===== src/rtl/p2s_frame_feeder_if.sv =====
// Handshake bundle between the frame feeder (master) and the
// parallel-serial converter (slave): data word, start pulse,
// busy status and finish acknowledgement.
interface p2s_frame_feeder_if #(
    parameter int WORD_BITS = 16
);
    logic [WORD_BITS-1:0] p2s_data;
    logic                 p2s_start;
    logic                 p2s_busy;
    logic                 p2s_finish;

    modport master (
        output p2s_data,
        output p2s_start,
        input  p2s_busy,
        input  p2s_finish
    );

    modport slave (
        input  p2s_data,
        input  p2s_start,
        output p2s_busy,
        output p2s_finish
    );
endinterface


===== src/rtl/p2s_frame_feeder.sv =====
// p2s_frame_feeder
// Upstream sequencer for the parallel-serial converter. Snapshots a
// multi-word frame and issues one converter transfer per word, highest
// word index first, waiting for the converter's finish pulse between
// words. A pass is triggered by a pending request (reset, update or
// refresh while busy), an update pulse, or a frame differing from the
// last one sent.
// Optional feature: define FEEDER_REFRESH_EN to add a free-running
// refresh timer that forces a periodic resend of an unchanged frame.
module p2s_frame_feeder #(
    parameter int P_CLK_FREQ = 50,
    parameter int REFRESH_MS = 10,
    parameter int WORD_BITS  = 16,
    parameter int WORDS      = 4
) (
    input  logic                       clk,
    input  logic                       rst_n,
    input  logic [WORDS*WORD_BITS-1:0] frame,
    input  logic                       update,
    p2s_frame_feeder_if.master         p2s,
    output logic                       frame_busy,
    output logic                       frame_done
);

    localparam int IDX_W = (WORDS > 1) ? $clog2(WORDS) : 1;
    localparam int FRAME_W = WORDS * WORD_BITS;

    localparam logic [2:0] ST_IDLE  = 3'd0;
    localparam logic [2:0] ST_LOAD  = 3'd1;
    localparam logic [2:0] ST_ISSUE = 3'd2;
    localparam logic [2:0] ST_WAIT  = 3'd3;
    localparam logic [2:0] ST_DONE  = 3'd4;

    // Pick word idx out of a packed frame vector.
    function automatic logic [WORD_BITS-1:0] word_sel(
        input logic [FRAME_W-1:0] vec,
        input logic [IDX_W-1:0]   idx
    );
        word_sel = vec[int'(idx)*WORD_BITS +: WORD_BITS];
    endfunction

    logic [2:0]           state_r;
    logic [2:0]           state_nx_s;
    logic [IDX_W-1:0]     idx_r;
    logic [IDX_W-1:0]     idx_nx_s;
    logic [FRAME_W-1:0]   snap_r;
    logic [FRAME_W-1:0]   sent_r;
    logic                 pending_r;
    logic                 trigger_s;
    logic                 refresh_tick_s;
    logic [WORD_BITS-1:0] issue_word_s;
    logic [WORD_BITS-1:0] p2s_data_r;
    logic                 p2s_start_r;
    logic                 frame_busy_r;
    logic                 frame_done_r;

    // The converter's busy flag is status only; sequencing relies on finish.
    logic unused_busy_s;
    assign unused_busy_s = &{1'b0, p2s.p2s_busy};

`ifdef FEEDER_REFRESH_EN
    localparam int REFRESH_CYCLES = P_CLK_FREQ * 1000 * REFRESH_MS;
    localparam int CNT_W = (REFRESH_CYCLES > 1) ? $clog2(REFRESH_CYCLES) : 1;

    logic [CNT_W-1:0] refresh_cnt_r;

    // Free-running refresh timer; wraps at terminal count.
    always_ff @(posedge clk or negedge rst_n) begin
        if (!rst_n) begin
            refresh_cnt_r <= {CNT_W{1'b0}};
        end else if (refresh_tick_s) begin
            refresh_cnt_r <= {CNT_W{1'b0}};
        end else begin
            refresh_cnt_r <= refresh_cnt_r + CNT_W'(1);
        end
    end

    assign refresh_tick_s = (refresh_cnt_r == CNT_W'(REFRESH_CYCLES - 1));
`else
    logic unused_cfg_s;
    assign unused_cfg_s   = &{1'b0, P_CLK_FREQ[0], REFRESH_MS[0]};
    assign refresh_tick_s = 1'b0;
`endif

    assign trigger_s = pending_r | update | (frame != sent_r);

    // Next-state and next-index decode for the frame sequencer.
    always_comb begin
        state_nx_s = state_r;
        idx_nx_s   = idx_r;
        case (state_r)
            ST_IDLE: begin
                if (trigger_s) begin
                    state_nx_s = ST_LOAD;
                end else begin
                    state_nx_s = ST_IDLE;
                end
            end
            ST_LOAD: begin
                state_nx_s = ST_ISSUE;
                idx_nx_s   = IDX_W'(WORDS - 1);
            end
            ST_ISSUE: begin
                state_nx_s = ST_WAIT;
            end
            ST_WAIT: begin
                if (p2s.p2s_finish) begin
                    if (idx_r == {IDX_W{1'b0}}) begin
                        state_nx_s = ST_DONE;
                    end else begin
                        state_nx_s = ST_ISSUE;
                        idx_nx_s   = idx_r - IDX_W'(1);
                    end
                end else begin
                    state_nx_s = ST_WAIT;
                end
            end
            ST_DONE: begin
                state_nx_s = ST_IDLE;
            end
            default: begin
                state_nx_s = ST_IDLE;
                idx_nx_s   = {IDX_W{1'b0}};
            end
        endcase
    end

    // Word for the upcoming ISSUE; in LOAD the snapshot is not yet written, so take it from frame.
    always_comb begin
        if (state_r == ST_LOAD) begin
            issue_word_s = word_sel(frame, idx_nx_s);
        end else begin
            issue_word_s = word_sel(snap_r, idx_nx_s);
        end
    end

    // Sequencer state, snapshot and last-sent frame.
    always_ff @(posedge clk or negedge rst_n) begin
        if (!rst_n) begin
            state_r <= ST_IDLE;
            idx_r   <= {IDX_W{1'b0}};
            snap_r  <= {FRAME_W{1'b0}};
            sent_r  <= {FRAME_W{1'b0}};
        end else begin
            state_r <= state_nx_s;
            idx_r   <= idx_nx_s;
            if (state_r == ST_LOAD) begin
                snap_r <= frame;
            end
            if (state_r == ST_DONE) begin
                sent_r <= snap_r;
            end
        end
    end

    // Resend request: set at reset, by refresh, or by update while a pass is running.
    always_ff @(posedge clk or negedge rst_n) begin
        if (!rst_n) begin
            pending_r <= 1'b1;
        end else if ((state_r == ST_IDLE) && trigger_s) begin
            pending_r <= 1'b0;
        end else if (refresh_tick_s || (update && (state_r != ST_IDLE))) begin
            pending_r <= 1'b1;
        end
    end

    // Registered outputs, timed to match the state they accompany.
    always_ff @(posedge clk or negedge rst_n) begin
        if (!rst_n) begin
            p2s_data_r   <= {WORD_BITS{1'b0}};
            p2s_start_r  <= 1'b0;
            frame_busy_r <= 1'b0;
            frame_done_r <= 1'b0;
        end else begin
            if (state_nx_s == ST_ISSUE) begin
                p2s_data_r <= issue_word_s;
            end
            p2s_start_r  <= (state_nx_s == ST_ISSUE);
            frame_busy_r <= (state_nx_s != ST_IDLE);
            frame_done_r <= (state_nx_s == ST_DONE);
        end
    end

    assign p2s.p2s_data  = p2s_data_r;
    assign p2s.p2s_start = p2s_start_r;
    assign frame_busy    = frame_busy_r;
    assign frame_done    = frame_done_r;

endmodule


===== src/flat_wrapper.sv =====
// flat-port wrapper written by rule: the top's interface ports become plain ports
module p2s_frame_feeder_flat 
#(
    parameter int P_CLK_FREQ = 50,
    parameter int REFRESH_MS = 10,
    parameter int WORD_BITS  = 16,
    parameter int WORDS      = 4
)
  (clk, rst_n, frame, update, frame_busy, frame_done, p2s_p2s_data, p2s_p2s_start, p2s_p2s_busy, p2s_p2s_finish);
  p2s_frame_feeder_if #(.WORD_BITS(WORD_BITS)) p2s_i ();
  input  logic clk;
  input  logic rst_n;
  input  logic [WORDS*WORD_BITS-1:0] frame;
  input  logic update;
  output logic frame_busy;
  output logic frame_done;
  output wire logic [$bits(p2s_i.p2s_data)-1:0] p2s_p2s_data;
  output wire logic [$bits(p2s_i.p2s_start)-1:0] p2s_p2s_start;
  input wire logic [$bits(p2s_i.p2s_busy)-1:0] p2s_p2s_busy;
  input wire logic [$bits(p2s_i.p2s_finish)-1:0] p2s_p2s_finish;
  assign p2s_p2s_data = p2s_i.p2s_data;
  assign p2s_p2s_start = p2s_i.p2s_start;
  assign p2s_i.p2s_busy = p2s_p2s_busy;
  assign p2s_i.p2s_finish = p2s_p2s_finish;
  p2s_frame_feeder #(.P_CLK_FREQ(P_CLK_FREQ), .REFRESH_MS(REFRESH_MS), .WORD_BITS(WORD_BITS), .WORDS(WORDS)) u_core (.clk(clk), .rst_n(rst_n), .frame(frame), .update(update), .p2s(p2s_i), .frame_busy(frame_busy), .frame_done(frame_done));
endmodule

===== config.mk =====
export PLATFORM = sky130hd
export DESIGN_NAME = p2s_frame_feeder_flat
export DESIGN_NICKNAME = d
export VERILOG_FILES = /design/src/rtl/p2s_frame_feeder_if.sv /design/src/rtl/p2s_frame_feeder.sv /design/src/flat_wrapper.sv
export SDC_FILE = /design/constraint.sdc
export NUM_CORES = 1
export LEC_CHECK = 0
export CAP_MARGIN = 20
export CORE_UTILIZATION = 25
export DETAILED_ROUTE_END_ITERATION = 8
export PLACE_DENSITY_LB_ADDON = 0.12
export SLEW_MARGIN = 20
export SYNTH_ARGS = -nofsm -noshare
export SYNTH_HDL_FRONTEND = slang
export SYNTH_SLANG_ARGS = --single-unit

===== constraint.sdc =====
create_clock -name clk -period 2.95 [get_ports clk]
set_input_delay 0.59 -clock clk [delete_from_list [all_inputs] [get_ports clk]]
set_output_delay 0.59 -clock clk [all_outputs]
set_load 0.01 [all_outputs]

== Word level (Yosys, flattened, before mapping) ==
Cells that the tools add are included.

* Add/sub/neg operators: 1
* Eq/ne operators: 7
* Shifts and indexed selects: 2
* Mux-type cells: 10
* Bitwise operators: 2
* Reductions and logical operators: 8

{| class="wikitable"
|+ Operators with widths
! kind !! count
|-
| variable part select 64 x 7 -> 16 bit || 2
|-
| != test 64 bit || 1
|-
| 2-to-1 mux 16 bit || 1
|-
| case mux 3 bit (4 select lines) || 1
|-
| equality test 3 x 2 -> 1 bit (second input constant) || 3
|-
| equality test 3 bit (second input constant) || 2
|-
| 2-to-1 mux 3 bit || 2
|-
| case mux 2 bit (3 select lines) || 1
|-
| nonzero test 3 bit || 2
|-
| 2-to-1 mux 2 bit || 2
|-
| equality test 3 x 1 -> 1 bit (second input constant) || 1
|-
| logical NOT 3 bit || 1
|-
| 2-to-1 mux 1 bit || 3
|-
| OR reduction 3 bit || 1
|-
| logical AND 1 bit || 2
|-
| logical NOT 2 bit || 1
|-
| bitwise OR 1 bit || 2
|-
| nonzero test 2 bit || 1
|-
| subtractor 2 x 1 -> 2 bit (second input constant) || 1
|}

* Flip-flop bits (word level): 153
* Input port bits: 69
* Output and inout bits: 19
* Word-level logic and storage cells: 39

== Depth between registers and ports, before layout ==
* Depth in word-level cells: 6
* Depth in mapped cells: 8
* Depth with buffers taken out: 6

== Worst setup path after synthesis ==
OpenSTA, ideal clock, no wires.

* Path kind: input to register
* Start: input p2s_p2s_finish
* End: register u_core.p2s_data_r[10] (netlist: u_core.p2s.p2s_data[10])
* Arrival time: 1.819 ns
* Required time: 2.868 ns
* Slack: 1.049 ns
* Cell stages on the path: 6
* Path buffers: 1
* Path through: nor2b_1 -> nor3b_2 -> a2111oi_4 -> clkbuf_1 -> nor2_1 -> a31oi_1

* Cells in the longest elaborated chain, start to end: 4
* Elaborated cells between the ends (all ways): 8
* Classes of those cells: 1 x eq/ne; 2 x shift; 5 x mux

{| class="wikitable"
|+ Ends and longest elaborated chain
! element !! line !! text
|-
| start, declared || flat_wrapper.sv:20 || <nowiki>input wire logic [$bits(p2s_i.p2s_finish)-1:0] p2s_p2s_finish;</nowiki>
|-
| 2-to-1 mux 2 bit || p2s_frame_feeder.sv:107 || <nowiki>if (p2s.p2s_finish) begin</nowiki>
|-
| case mux 2 bit (3 select lines) || p2s_frame_feeder.sv:91 || <nowiki>case (state_r)</nowiki>
|-
| variable part select 64 x 7 -> 16 bit || p2s_frame_feeder.sv:39 || <nowiki>word_sel = vec[int'(idx)*WORD_BITS +: WORD_BITS];</nowiki>
|-
| 2-to-1 mux 16 bit || p2s_frame_feeder.sv:130 || <nowiki>if (state_r == ST_LOAD) begin</nowiki>
|-
| end signal, assigned || p2s_frame_feeder.sv:170 || <nowiki>p2s_data_r <= {WORD_BITS{1'b0}};</nowiki>
|-
| end signal, assigned || p2s_frame_feeder.sv:176 || <nowiki>p2s_data_r <= issue_word_s;</nowiki>
|-
| end, declared || p2s_frame_feeder.sv:52 || <nowiki>logic [WORD_BITS-1:0] p2s_data_r;</nowiki>
|}

Parallel ways exist; a longest one is shown, timed or not.
A chain may end at the register's enable or synchronous reset.

== Worst setup path in the final report ==
* Start: register u_core.state_r[0]
* End: register u_core.sent_r[37]

* Cells in the longest elaborated chain, start to end: 1

{| class="wikitable"
|+ Ends and longest elaborated chain
! element !! line !! text
|-
| start, declared || p2s_frame_feeder.sv:42 || <nowiki>logic [2:0] state_r;</nowiki>
|-
| start signal, assigned || p2s_frame_feeder.sv:145 || <nowiki>state_r <= state_nx_s;</nowiki>
|-
| equality test 3 bit || p2s_frame_feeder.sv:150 || <nowiki>if (state_r == ST_DONE) begin</nowiki>
|-
| end signal, assigned || p2s_frame_feeder.sv:143 || <nowiki>sent_r <= {FRAME_W{1'b0}};</nowiki>
|-
| end signal, assigned || p2s_frame_feeder.sv:151 || <nowiki>sent_r <= snap_r;</nowiki>
|-
| end, declared || p2s_frame_feeder.sv:47 || <nowiki>logic [FRAME_W-1:0] sent_r;</nowiki>
|}

No other way between the ends.

==> impl_metrics.toml <==
[logic_synthesis]
syn_area_per_cell_sq_um = 13.7
postSynthCellCount = 514
synth_top_area_cell = "dfrtp_1"
synth-async-reset-ratio = 1.00
synth_top_cell_area_share = 0.541
synth_edf_count = 0
synthDistinctLibCells = 36
synth_nets = 583
ys.warnings.count = 0
seq_area_frac_synth = 0.545
synthTopCellsByArea = "dfrtp_1 (54%), mux2_2 (15%), mux2_1 (5.6%)"
yosys_most_used_dff = "dfrtp_1"
ys_ff_latch = 153
syn_area_sq_um = 7030

[worst_setup_path]
critPathTopFamily = "simple AND/OR/NAND/NOR gates"
path_max_fanout = 18
path_class = "register to register"
critPathSlowestCell = "and2_2"
crit_buf_inv = 1
max_stage_delay_ns = 0.65
startpoint_type = "register"
arrival_ns = 2.75
critPathCaptureType = "register"
worstPathRequired_ns = 3.25
path_cells = "nor2_1, and2_2, buf_4, mux2_2"

[clocking]
cts_setup_buffers = 0
path_clk_slew_ns = 0.06
cts-htree-levels = 4
clock_latency_ns = 0.42
cts_tree = "done"
cts_made_buffers = 17
cts_buffer_depth = 2
cts.sink_count = 153
cts_hold_buf = 0
cts_resized = 0
cts_root_buf = "clkbuf_16"

[outcome]
violations = "design-rule violations"
status = "finished, violations left"

[cells_and_area]
mostFrequentLayoutCell = "dfrtp_1"
multi_input_area_sq_um = 3010
final_nets = 683
drive_gt1_frac = 0.242
finalNonFillerCells = 1007
area_growth_pct = 28.9
fillCellCount = 2762
layout_common_cells = "dfrtp_1 (152), mux2_2 (92), clkdlybuf4s50_1 (85)"
regArea_sq_um = 3830

[power]
leakagePower_nw = 3.97
power_density_nw_per_um2 = 1130
peakVddDrop_uv = 423
finalPower_mw = 10.2

[sta]
maxSlewHeadroom = 0.507
rsz0062_at_grt = "no"
worst_slack_ns = 0.502
hold_viol = 0
tightest_slew_ns = 0.739
clock-skew-final_ns = 0.0110
setup_tns_ns = 0
setup_viol = 0
min_period_over_period = 0.830
hold_ws_ns = 0.205
fmaxAchievable_mhz = 409
fin_crit_ns = 2.45
drv_slew = 0

[drt]
num_vias = 4291
viasPerCell = 4.26
drc = 4
wl_per_cell_microns = 18.4
antenna_left = 0
wirelength_microns = 18500
dr.first_iter.drc_count = 162
dr.pass1.iters = 6

[grt]
overflow = 0
antenna_found_initial = 3
grt_use_total = 0.138
grt_max_degree = 74
grt_pass1_vias = 4884
grt_first_pass_wirelength_microns = 28900

[floorplan]
coreArea_sq_um = 27700
ios = 88
initial_core_util = 0.254
die-width_microns = 170
rows = 61
die_h_microns = 170
die-area_sq_um = 28800

[place]
placed_cells = 973
pre_cts_ws_ns = 0.169
port_buffers = 86
place_congestion = 0.741
dp.final_hpwl_microns = 13000

[job]
maxCapViolCount = 0

[worst_hold_path]
hp-class = "input port to async pin"
-- power breakdown --
part / switching [mW] / internal, mW
Sequential: 0.644 / 3.18
Clock: 0.916 / 1.47
Combinational: 1.92 / 2.11
-- state kept, by name (all words and copies together), names as in the netlist, 2 cells and up --
register / cells
u_core.idx_r: 2
u_core.p2s.p2s_data: 16
u_core.sent_r: 64
u_core.snap_r: 64
u_core.state_r: 3
-- cells by family after synthesis --
| group | after synthesis | share of synthesized area |
|---|---|---|
| muxes | 159 | 0.249 |
| DFF | 153 | 0.545 |
| and+or+nand+nor | 80 | 0.0665 |
| xor gates and xnor gates | 63 | 0.0785 |
| AOI/OAI and AO/OA | 30 | 0.0331 |
| buffers and inverters | 29 | 0.0283 |
-- final timing paths --
kind                                               start                       endpoint  slack (ns)  cells after the start
min                                                rst_n   u_core.sent_r[1]$_DFFE_PN0P_        0.21                      1
max                          u_core.state_r[0]$_DFF_PN0_  u_core.sent_r[37]$_DFFE_PN0P_        0.50                      4
min reg2reg                u_core.snap_r[17]$_DFFE_PN0P_  u_core.sent_r[17]$_DFFE_PN0P_        0.49                      2
max in group asynchronous                          rst_n   u_core.pending_r$_DFFE_PN1P_        1.94                      2
min in group clk           u_core.snap_r[17]$_DFFE_PN0P_  u_core.sent_r[17]$_DFFE_PN0P_        0.49                      2
max reg2reg                  u_core.state_r[0]$_DFF_PN0_  u_core.sent_r[37]$_DFFE_PN0P_        0.50                      4
-- per-stage QoR --
stage | instance area [sq um] | utilization
global placement | 8420 | 0.304
CTS | 9060 | 0.327
finish | 9060 | 0.327
detailed placement | 8420 | 0.304
floorplan | 7030 | -
global route | 9060 | 0.327
-- cell type report --
type,count,share of cell area
Tap cell,378,0.0522
Antenna cell,2,0.000552
Clock inverter,13,0.0208
Inverter,4,0.00166
Timing Repair Buffer,106,0.120
Sequential cell,153,0.423
Multi-Input combinational cell,332,0.332
Clock buffer,19,0.0500
-- cell usage after synthesis, drive strengths merged (2+ instances only) --
| library cell | count |
|---|---|
| dfrtp | 152 |
| mux2 | 127 |
| xor2 | 44 |
| mux2i | 32 |
| buf | 20 |
| xnor2 | 19 |
| nor2 | 18 |
| a31oi | 16 |
| nand2b | 16 |
| or2 | 16 |
| nor4 | 12 |
| nand4 | 8 |
| clkbuf | 5 |
| inv | 4 |
| o21ai | 4 |
| nor3b | 3 |
| a2111oi | 2 |
| a21o | 2 |
| a21oi | 2 |
| and3b | 2 |
| nand2 | 2 |
-- metal layers --
metal	track usage	vias to the layer above	part of all wire
li1	-	2018	-
met1	0.179	2188	0.48
met2	0.227	73	0.47
met3	0.0336	10	0.039
met4	0.0368	2	0.0078
met5	0	-	0.00092
No activity file was read; power rests on OpenSTA's default activity.
